[src/rtl/vga_sync_decoder.sv]
// Receive-side VGA timing recovery: rebuilds x/y position, video-active and lock state
// from an active-low hsync/vsync pair. Define VGA_DEC_FLYWHEEL_EN to let counters coast while locked.
module vga_sync_decoder #(
    parameter int H_display     = 640,
    parameter int H_front_porch = 16,
    parameter int H_sync_width  = 96,
    parameter int H_back_porch  = 48,
    parameter int V_display     = 480,
    parameter int V_front_porch = 10,
    parameter int V_sync_width  = 2,
    parameter int V_back_porch  = 33,
    parameter int LOCK_FRAMES   = 2
) (
    input  logic        clk,
    input  logic        reset,
    input  logic        hsync_in,
    input  logic        vsync_in,
    output logic [15:0] x_loc,
    output logic [15:0] y_loc,
    output logic        video,
    output logic        locked,
    output logic        frame_start,
    output logic        sync_err
);
    localparam int H_TOTAL = H_display + H_front_porch + H_sync_width + H_back_porch;
    localparam int V_TOTAL = V_display + V_front_porch + V_sync_width + V_back_porch;

    localparam logic [15:0] H_LAST    = 16'(H_TOTAL - 1);
    localparam logic [15:0] V_LAST    = 16'(V_TOTAL - 1);
    localparam logic [15:0] H_SS      = 16'(H_display + H_front_porch);
    localparam logic [15:0] V_SS      = 16'(V_display + V_front_porch);
    localparam logic [15:0] H_TIMEOUT = 16'(2 * H_TOTAL);
    localparam logic [15:0] V_FULL    = 16'(V_TOTAL);
    localparam logic [15:0] H_DISP    = 16'(H_display);
    localparam logic [15:0] V_DISP    = 16'(V_display);
    localparam logic [3:0]  LOCK_N    = 4'(LOCK_FRAMES);

    localparam logic [1:0] ST_SEARCH  = 2'd0;
    localparam logic [1:0] ST_ACQUIRE = 2'd1;
    localparam logic [1:0] ST_LOCKED  = 2'd2;

    logic        hs_d_reg, vs_d_reg;
    logic [15:0] hcnt_reg, hcnt_next;
    logic [15:0] vcnt_reg, vcnt_next;
    logic [15:0] hper_reg, hper_next;
    logic [15:0] vper_reg, vper_next;
    logic [1:0]  state_reg, state_next;
    logic [3:0]  good_cnt_reg, good_cnt_next;
    logic        locked_reg, video_reg, frame_start_reg, sync_err_reg;
    logic        locked_next, video_next, frame_start_next, sync_err_next;

    logic hfall, vfall, coast, h_load, v_load, h_wrap, v_step;
    logic line_ok, bad_line, line_drop, timeout, frame_ok;

    assign hfall    = hs_d_reg & ~hsync_in;
    assign vfall    = vs_d_reg & ~vsync_in;
    assign line_ok  = (hper_reg == H_LAST);
    assign bad_line = hfall && !line_ok;
    assign timeout  = (hper_reg == H_TIMEOUT);
    assign frame_ok = (vper_reg == V_FULL);

`ifdef VGA_DEC_FLYWHEEL_EN
    // While locked, syncs only feed the period checks; lock survives up to 3 consecutive bad lines.
    logic [2:0] miss_cnt_reg, miss_cnt_next;

    assign coast = (state_reg == ST_LOCKED);

    always_comb begin
        miss_cnt_next = '0;
        line_drop     = 1'b0;
        if (state_reg == ST_LOCKED) begin
            miss_cnt_next = miss_cnt_reg;
            if (hfall) begin
                miss_cnt_next = line_ok ? 3'd0 : miss_cnt_reg + 3'd1;
                line_drop     = !line_ok && (miss_cnt_reg == 3'd3);
            end
        end
    end

    always_ff @(posedge clk) begin
        if (reset) begin
            miss_cnt_reg <= '0;
        end else begin
            miss_cnt_reg <= miss_cnt_next;
        end
    end
`else
    assign coast     = 1'b0;
    assign line_drop = bad_line;
`endif

    assign h_load = hfall && !coast;
    assign v_load = vfall && !coast;
    assign h_wrap = (hcnt_reg == H_LAST);
    assign v_step = h_wrap && !h_load;

    always_comb begin
        hcnt_next = h_wrap ? 16'd0 : hcnt_reg + 16'd1;
        if (h_load) begin
            hcnt_next = H_SS;
        end
        vcnt_next = vcnt_reg;
        if (v_load) begin
            vcnt_next = V_SS;
        end else if (v_step) begin
            vcnt_next = (vcnt_reg == V_LAST) ? 16'd0 : vcnt_reg + 16'd1;
        end
    end

    // Line period in clocks and frame period in lines, both measured sync-to-sync.
    always_comb begin
        hper_next = (hper_reg == 16'hFFFF) ? hper_reg : hper_reg + 16'd1;
        if (hfall) begin
            hper_next = 16'd0;
        end
        vper_next = vper_reg;
        if (vfall) begin
            vper_next = {15'd0, hfall};
        end else if (hfall && vper_reg != 16'hFFFF) begin
            vper_next = vper_reg + 16'd1;
        end
    end

    always_comb begin
        state_next    = state_reg;
        good_cnt_next = good_cnt_reg;
        sync_err_next = 1'b0;
        case (state_reg)
            ST_SEARCH: begin
                if (vfall) begin
                    state_next    = ST_ACQUIRE;
                    good_cnt_next = '0;
                end
            end
            ST_ACQUIRE: begin
                if (bad_line || timeout) begin
                    state_next = ST_SEARCH;
                end else if (vfall) begin
                    if (frame_ok) begin
                        good_cnt_next = good_cnt_reg + 4'd1;
                        if (good_cnt_reg + 4'd1 == LOCK_N) begin
                            state_next = ST_LOCKED;
                        end
                    end else begin
                        good_cnt_next = '0;
                    end
                end
            end
            ST_LOCKED: begin
                if (line_drop || timeout || (vfall && !frame_ok)) begin
                    state_next    = ST_SEARCH;
                    sync_err_next = 1'b1;
                end
            end
            default: state_next = ST_SEARCH;
        endcase
    end

    // Status outputs are derived from next-state values so they line up with x_loc/y_loc.
    assign locked_next      = (state_next == ST_LOCKED);
    assign video_next       = locked_next && (hcnt_next < H_DISP) && (vcnt_next < V_DISP);
    assign frame_start_next = locked_next && (hcnt_next == 16'd0) && (vcnt_next == 16'd0);

    always_ff @(posedge clk) begin
        if (reset) begin
            hs_d_reg        <= 1'b1;
            vs_d_reg        <= 1'b1;
            hcnt_reg        <= '0;
            vcnt_reg        <= '0;
            hper_reg        <= '0;
            vper_reg        <= '0;
            state_reg       <= ST_SEARCH;
            good_cnt_reg    <= '0;
            locked_reg      <= 1'b0;
            video_reg       <= 1'b0;
            frame_start_reg <= 1'b0;
            sync_err_reg    <= 1'b0;
        end else begin
            hs_d_reg        <= hsync_in;
            vs_d_reg        <= vsync_in;
            hcnt_reg        <= hcnt_next;
            vcnt_reg        <= vcnt_next;
            hper_reg        <= hper_next;
            vper_reg        <= vper_next;
            state_reg       <= state_next;
            good_cnt_reg    <= good_cnt_next;
            locked_reg      <= locked_next;
            video_reg       <= video_next;
            frame_start_reg <= frame_start_next;
            sync_err_reg    <= sync_err_next;
        end
    end

    assign x_loc       = hcnt_reg;
    assign y_loc       = vcnt_reg;
    assign locked      = locked_reg;
    assign video       = video_reg;
    assign frame_start = frame_start_reg;
    assign sync_err    = sync_err_reg;
endmodule

[config.mk]
export PLATFORM = sky130hd
export DESIGN_NAME = vga_sync_decoder
export DESIGN_NICKNAME = d
export VERILOG_FILES = /design/src/rtl/vga_sync_decoder.sv
export SDC_FILE = /design/constraint.sdc
export NUM_CORES = 1
export LEC_CHECK = 0
export ABC_AREA = 1
export ABC_CLOCK_PERIOD_IN_PS = 2300
export BUFFER_PORTS_ARGS = -buffer_cell sky130_fd_sc_hd__buf_2
export CAP_MARGIN = 20
export CORE_MARGIN = 4
export CORE_UTILIZATION = 52
export CTS_CLUSTER_DIAMETER = 200
export DETAILED_ROUTE_END_ITERATION = 8
export GPL_TIMING_DRIVEN = 0
export PLACE_DENSITY = 0.71
export SETUP_SLACK_MARGIN = 0.02
export SLEW_MARGIN = 30
export SYNTH_ARGS = -nofsm -noshare
export SYNTH_HDL_FRONTEND = slang
export SYNTH_SLANG_ARGS = --single-unit
[constraint.sdc]
create_clock -name clk -period 2.3 [get_ports clk]
set_clock_uncertainty 0.1 [all_clocks]
set_input_delay 0.23 -clock clk [delete_from_list [all_inputs] [get_ports clk]]
set_output_delay 0.23 -clock clk [all_outputs]
set_load 0.1 [all_outputs]
=== Word level (Yosys, flattened, before mapping) ===
Index checks and enable logic that the tools add are counted.

* Register bits: 76
* Output and inout bits: 36
* Logic and storage cells: 81

* Add/sub/neg operators: 5
* Order comparisons: 2
* Eq/ne operators: 14
* Multiplexer cells: 20
* Bitwise logic cells: 5
* Reduce and logical (&&, ||, !) cells: 22

{| class="wikitable"
|+ Operators with widths
! operator !! count
|-
| 2-to-1 mux 16 bit || 5
|-
| adder 16 x 1 -> 16 bit (second input constant) || 4
|-
| equality test 16 x 10 -> 1 bit (second input constant) || 4
|-
| logical NOT 16 bit || 2
|-
| equality test 16 x 11 -> 1 bit (second input constant) || 1
|-
| equality test 16 bit (second input constant) || 1
|-
| < comparator 16 x 10 -> 1 bit (second input constant) || 1
|-
| < comparator 16 x 9 -> 1 bit (second input constant) || 1
|-
| 2-to-1 mux 4 bit || 4
|-
| != test 16 bit (second input constant) || 1
|-
| 2-to-1 mux 2 bit || 6
|-
| logical AND 1 bit || 8
|-
| one-hot mux 4 bit (2 select lines) || 1
|-
| != test 2 bit (second input constant) || 3
|-
| one-hot mux 2 bit (3 select lines) || 1
|-
| OR reduction 2 bit || 3
|-
| adder 4 x 1 -> 4 bit (second input constant) || 1
|-
| equality test 2 bit (second input constant) || 2
|-
| equality test 4 x 2 -> 1 bit (second input constant) || 1
|-
| AND reduction 4 bit || 1
|-
| nonzero test 2 bit || 2
|-
| logical NOT 1 bit || 3
|-
| 2-to-1 mux 1 bit || 3
|-
| NOT 1 bit || 3
|-
| 4 further kinds || 6
|}

=== Depth between registers and ports, before layout ===
* Depth after elaboration: 10
* Depth in mapped cells: 15
* Depth with buffers taken out: 14

=== Worst setup path before layout ===
No wires, ideal clock.

* Kind: register -> register
* Start: register hcnt_reg[0] (netlist: x_loc[0])
* End: register frame_start_reg (netlist: frame_start)
* Data arrival time: 2.470 ns
* Required time: 2.136 ns
* Setup slack: -0.334 ns
* Cell stages (with the launch flop): 13
* Period minus slack after synthesis: 2.634 ns
* Cell sequence: dfxtp_1 ha_1 nand3_1 nor2_4 nand2_4 nor2_8 buf_12 nand2_2 o211ai_2 nand2_2 nor2_1 nand2_1 nor2_1

* Cells in the longest elaborated chain, start to end: 6
* Elaborated cells between the ends (all ways): 11
* Classes of those cells: 1 x add/sub; 1 x eq/ne; 4 x mux; 5 x reduce/logical

{| class="wikitable"
|+ RTL lines
! what !! line !! RTL
|-
| start: declaration || 43 || <nowiki>logic [15:0] hcnt_reg, hcnt_next;</nowiki>
|-
| start signal: assignment || 181 || <nowiki>hcnt_reg <= hcnt_next;</nowiki>
|-
| adder 16 x 1 -> 16 bit / equality test 16 x 10 -> 1 bit (equally long branches) || 98, 94 ||
|-
| 2-to-1 mux 16 bit / logical AND 1 bit (equally long branches) || 98, 95 ||
|-
| 2-to-1 mux 16 bit (on tied branches) || 99, 105 ||
|-
| logical NOT 16 bit / 2-to-1 mux 16 bit (equally long branches) || 162, 103 ||
|-
| logical AND 1 bit / logical NOT 16 bit (equally long branches) || 162 || <nowiki>assign frame_start_next = locked_next && (hcnt_next == 16'd0) && (vcnt_next == 16'd0);</nowiki>
|-
| logical AND 1 bit (*) || 162 ||
|-
| end signal: assignment || 189 || <nowiki>frame_start_reg <= frame_start_next;</nowiki>
|-
| end: declaration || 49 || <nowiki>logic locked_reg, video_reg, frame_start_reg, sync_err_reg;</nowiki>
|}

Mark *: on every way between the ends. The rest lies on a longest branch, timed or not.
A chain may end at the register's enable or synchronous reset.

=== Worst setup path in the final report ===
* Start: register hcnt_reg[0] (netlist: x_loc[0])
* End: register video_reg (netlist: video)

* Cells in the longest elaborated chain, start to end: 6
* Elaborated cells between the ends (all ways): 11
* Classes of those cells: 1 x add/sub; 2 x order compare; 1 x eq/ne; 4 x mux; 3 x reduce/logical

{| class="wikitable"
|+ RTL lines
! what !! line !! RTL
|-
| adder 16 x 1 -> 16 bit / equality test 16 x 10 -> 1 bit (equally long branches) || 98, 94 ||
|-
| 2-to-1 mux 16 bit / logical AND 1 bit (equally long branches) || 98, 95 ||
|-
| 2-to-1 mux 16 bit (on tied branches) || 99, 105 ||
|-
| < comparator 16 x 10 -> 1 bit / 2-to-1 mux 16 bit (equally long branches) || 161, 103 ||
|-
| logical AND 1 bit / < comparator 16 x 9 -> 1 bit (equally long branches) || 161 || <nowiki>assign video_next = locked_next && (hcnt_next < H_DISP) && (vcnt_next < V_DISP);</nowiki>
|-
| logical AND 1 bit (*) || 161 ||
|-
| end signal: assignment || 188 || <nowiki>video_reg <= video_next;</nowiki>
|-
| end: declaration || 49 ||
|}

Marked as above.

==> impl_metrics.env <==
export IMPL_outcome="finished clean"
export IMPL_fin_hold_ws_ps=156
export IMPL_synth_seq_cells=76
export IMPL_row_count=33
export IMPL_drc=0
export IMPL_synth_top_area_share_pct=33.7
export IMPL_core_area_sq_um=8340
export IMPL_fmax_mhz=461
export IMPL_synth_edf_count=0
export IMPL_drt_pass1_iterations=6
export IMPL_dieHeight_microns=101
export IMPL_vdd_drop_max_mv=0.331
export IMPL_setup_viol=0
export IMPL_comb_power_share_pct=11.2
export IMPL_switching_power_uw=792
export IMPL_dp_slack_ps=4.77
export IMPL_seq_power_share_pct=48.5
export IMPL_finalCritPeriodShare_pct=94.3
export IMPL_powerDensity_nw_per_um2=556
export IMPL_arrival_ps=2350
export IMPL_synth_fp_nets=717
export IMPL_ff2ff_setup_slack_ps=130
export IMPL_maxSlewViolCount=0
export IMPL_hp_class="in2reg"
export IMPL_clkTransAtPathRegs_ps=80
export IMPL_synthCells=704
export IMPL_initial_utilization_pct=54.2
export IMPL_wirelength_microns=11100
export IMPL_ios=40
export IMPL_syn_area_sq_um=4520
export IMPL_grt_antenna_before_repair=0
export IMPL_fill_cells=797
export IMPL_grt_overflow_total=0
export IMPL_p_total_mw=2.85
export IMPL_ys_seq_area_share_pct=33.7
export IMPL_rsz0062_at_grt="no"
export IMPL_yosysUniqueCellTypes=42
export IMPL_maxCapViolCount=0
export IMPL_async_reset_ff_share_pct=0
export IMPL_synth_area_leader_cell="dfxtp_1"
export IMPL_area_growth_synth_to_final_pct=13.6
export IMPL_cts_tree="yes"
export IMPL_antenna_cells=0
export IMPL_crit_path_max_fanout=10
export IMPL_clk_latency_ps=360
export IMPL_switching_share_pct=27.8
export IMPL_cts_buffer_depth=2
export IMPL_tightest_slew_ps=576
export IMPL_place_congestion=0.925
export IMPL_portBuffers=38
export IMPL_p_leak_nw=2.27
export IMPL_cp_required_ps=2490
export IMPL_hold_viol=0
export IMPL_dieArea_sq_um=10200
export IMPL_max_slew_margin_rel_pct=61.6
export IMPL_synth_area_top_cells="dfxtp_1, nand2_1, nor2_1"
export IMPL_grtUsageTotal_pct=22.3
export IMPL_start_kind="flip-flop"
export IMPL_p_clk_share_pct=40.3
export IMPL_cp_end_kind="flip-flop"
export IMPL_wl_per_cell_microns=12.8
export IMPL_dieWidth_microns=101
export IMPL_grt_pass1_vias=4177
export IMPL_p_int_mw=2.06
export IMPL_cts_made_buffers=9
export IMPL_avgSynthCellArea_sq_um=6.42
export IMPL_period_needed_ps=2170
export IMPL_drive_gt1_share_pct=15.6
export IMPL_crit_type="reg2reg"
export IMPL_fin_setup_tns_ps=0
export IMPL_via_per_inst=5.37
export IMPL_nNetsFinal=769
export IMPL_postCtsSetupBuffers=0
export IMPL_final_antenna_net_count=0
export IMPL_dp_hpwl_microns=8230
export IMPL_finalWorstSetupSlack_ps=131
export IMPL_vias=4648
export IMPL_cts_root_buf="clkbuf_8"
export IMPL_synthFlopType="dfxtp_1"
export IMPL_grt_pass1_wl_microns=18700
export IMPL_grt_max_degree=13
export IMPL_numClockSinks=76
export IMPL_drt_initial_drc_count=158
export IMPL_yosysWarnings=0
export IMPL_htree_levels=3
routing by layer:
layer | vias up | GRT usage (%) | wire length, microns | share of wire [%]
li1 | 2375 | - | - | -
met1 | 2116 | 29.2 | 4920 | 44
met2 | 143 | 38.3 | 5220 | 47
met3 | 14 | 3.51 | 833 | 7.5
met4 | 0 | 6.03 | 136 | 1.2
met5 | - | 0 | 0 | 0
what timing repair did:
item | CTS | global route
hold buffers | 2 | 0
gates resized for setup | 1 | 8
pin swaps | 0 | 2
cloned | 0 | 1
endpoints found under the hold margin | 2 | 0
endpoints found under the setup margin | 1 | 6
metrics by stage:
step / utilization (%) / instance area (sq um) / cells
floorplan: - / 4540 / 704
global placement: 58.3 / 4860 / 847
detailed placement: 58.3 / 4860 / 847
CTS: 61.2 / 5100 / 865
global route: 61.6 / 5130 / 866
finish: 61.6 / 5130 / 866
worst paths after layout:
path | from | to | depth (start not counted)
hold reg to reg | vper_reg[7] | vper_reg[7] | 1
hold / removal | vsync_in | y_loc[9] | 3
setup / recovery | x_loc[0] | video | 12
setup reg to reg | x_loc[0] | video | 12
critical path, stage by stage, from the launching register on:
cell	delay [ps]
dfxtp_2	370
ha_2	230
nand3_1	160
nor2_4	160
nand2_4	130
nor2_8	190
buf_12	160
o21ai_1	70
nand3_1	80
nand2_1	70
nor2_1	140
nand2_1	90
nor2_1	140
synthesized netlist by cell type (3+ instances only):
cell        n
o211ai_2    3
nand3_2     4
ha_1        9
xor2_1      7
nand4_1    18
a211oi_1    4
o21ai_1     3
nor3_1     18
nand3_1    74
inv_1      94
nand3b_1    4
dfxtp_1    76
nor2_2      4
xnor2_1     3
buf_2       3
a31oi_1     5
clkbuf_1    5
nand2_1   156
or2_2       5
nand2_2     6
nor2_1    123
o21ai_0    26
a21oi_1    28
logic make-up (layout without fill, tap and decap cells):
group / Yosys count / after routing / synth area share (%)
AO/OA/AOI/OAI: 77 / 77 / 10.1
XOR/XNOR: 10 / 10 / 1.94
adder cells (fa/ha/maj): 9 / 9 / 2.49
buffers and inverters: 110 / 166 / 10.0
flip-flops: 76 / 76 / 33.7
AND/OR/NAND/NOR: 422 / 423 / 41.8
power groups by stage:
| stage | registers, mW | clock network, mW | logic, mW |
|---|---|---|---|
| global placement | 1.41 | 0 | 0.307 |
| CTS | 1.38 | 1.17 | 0.316 |
| finish | 1.38 | 1.15 | 0.319 |
| floorplan | 1.51 | 0 | 0.146 |
| global route | 1.39 | 1.22 | 0.352 |
| detailed placement | 1.41 | 0 | 0.312 |
cells in the final DEF (no fill, tap or decap), types with 10 or more instances in the layout:
cell and count:
nand2_1 156, nor2_1 119, inv_1 93, nand3_1 74, dfxtp_1 56, buf_2 41, a21oi_1 28, o21ai_0 26
dfxtp_2 20, nor3_1 18, nand4_1 18, clkbuf_8 10
area by class of cell:
class,count,area [sq um],share of cell area (%)
flip-flops and latches,76,1550,30.1
repair buffers,40,210,4.09
plain buffers,12,83.8,1.63
multi-input cells,519,2570,50.2
well taps,105,131,2.56
clock inverters,4,72.6,1.41
inverters,98,369,7.19
clock buffers,12,145,2.83
Power figures use the tool's default switching activity.
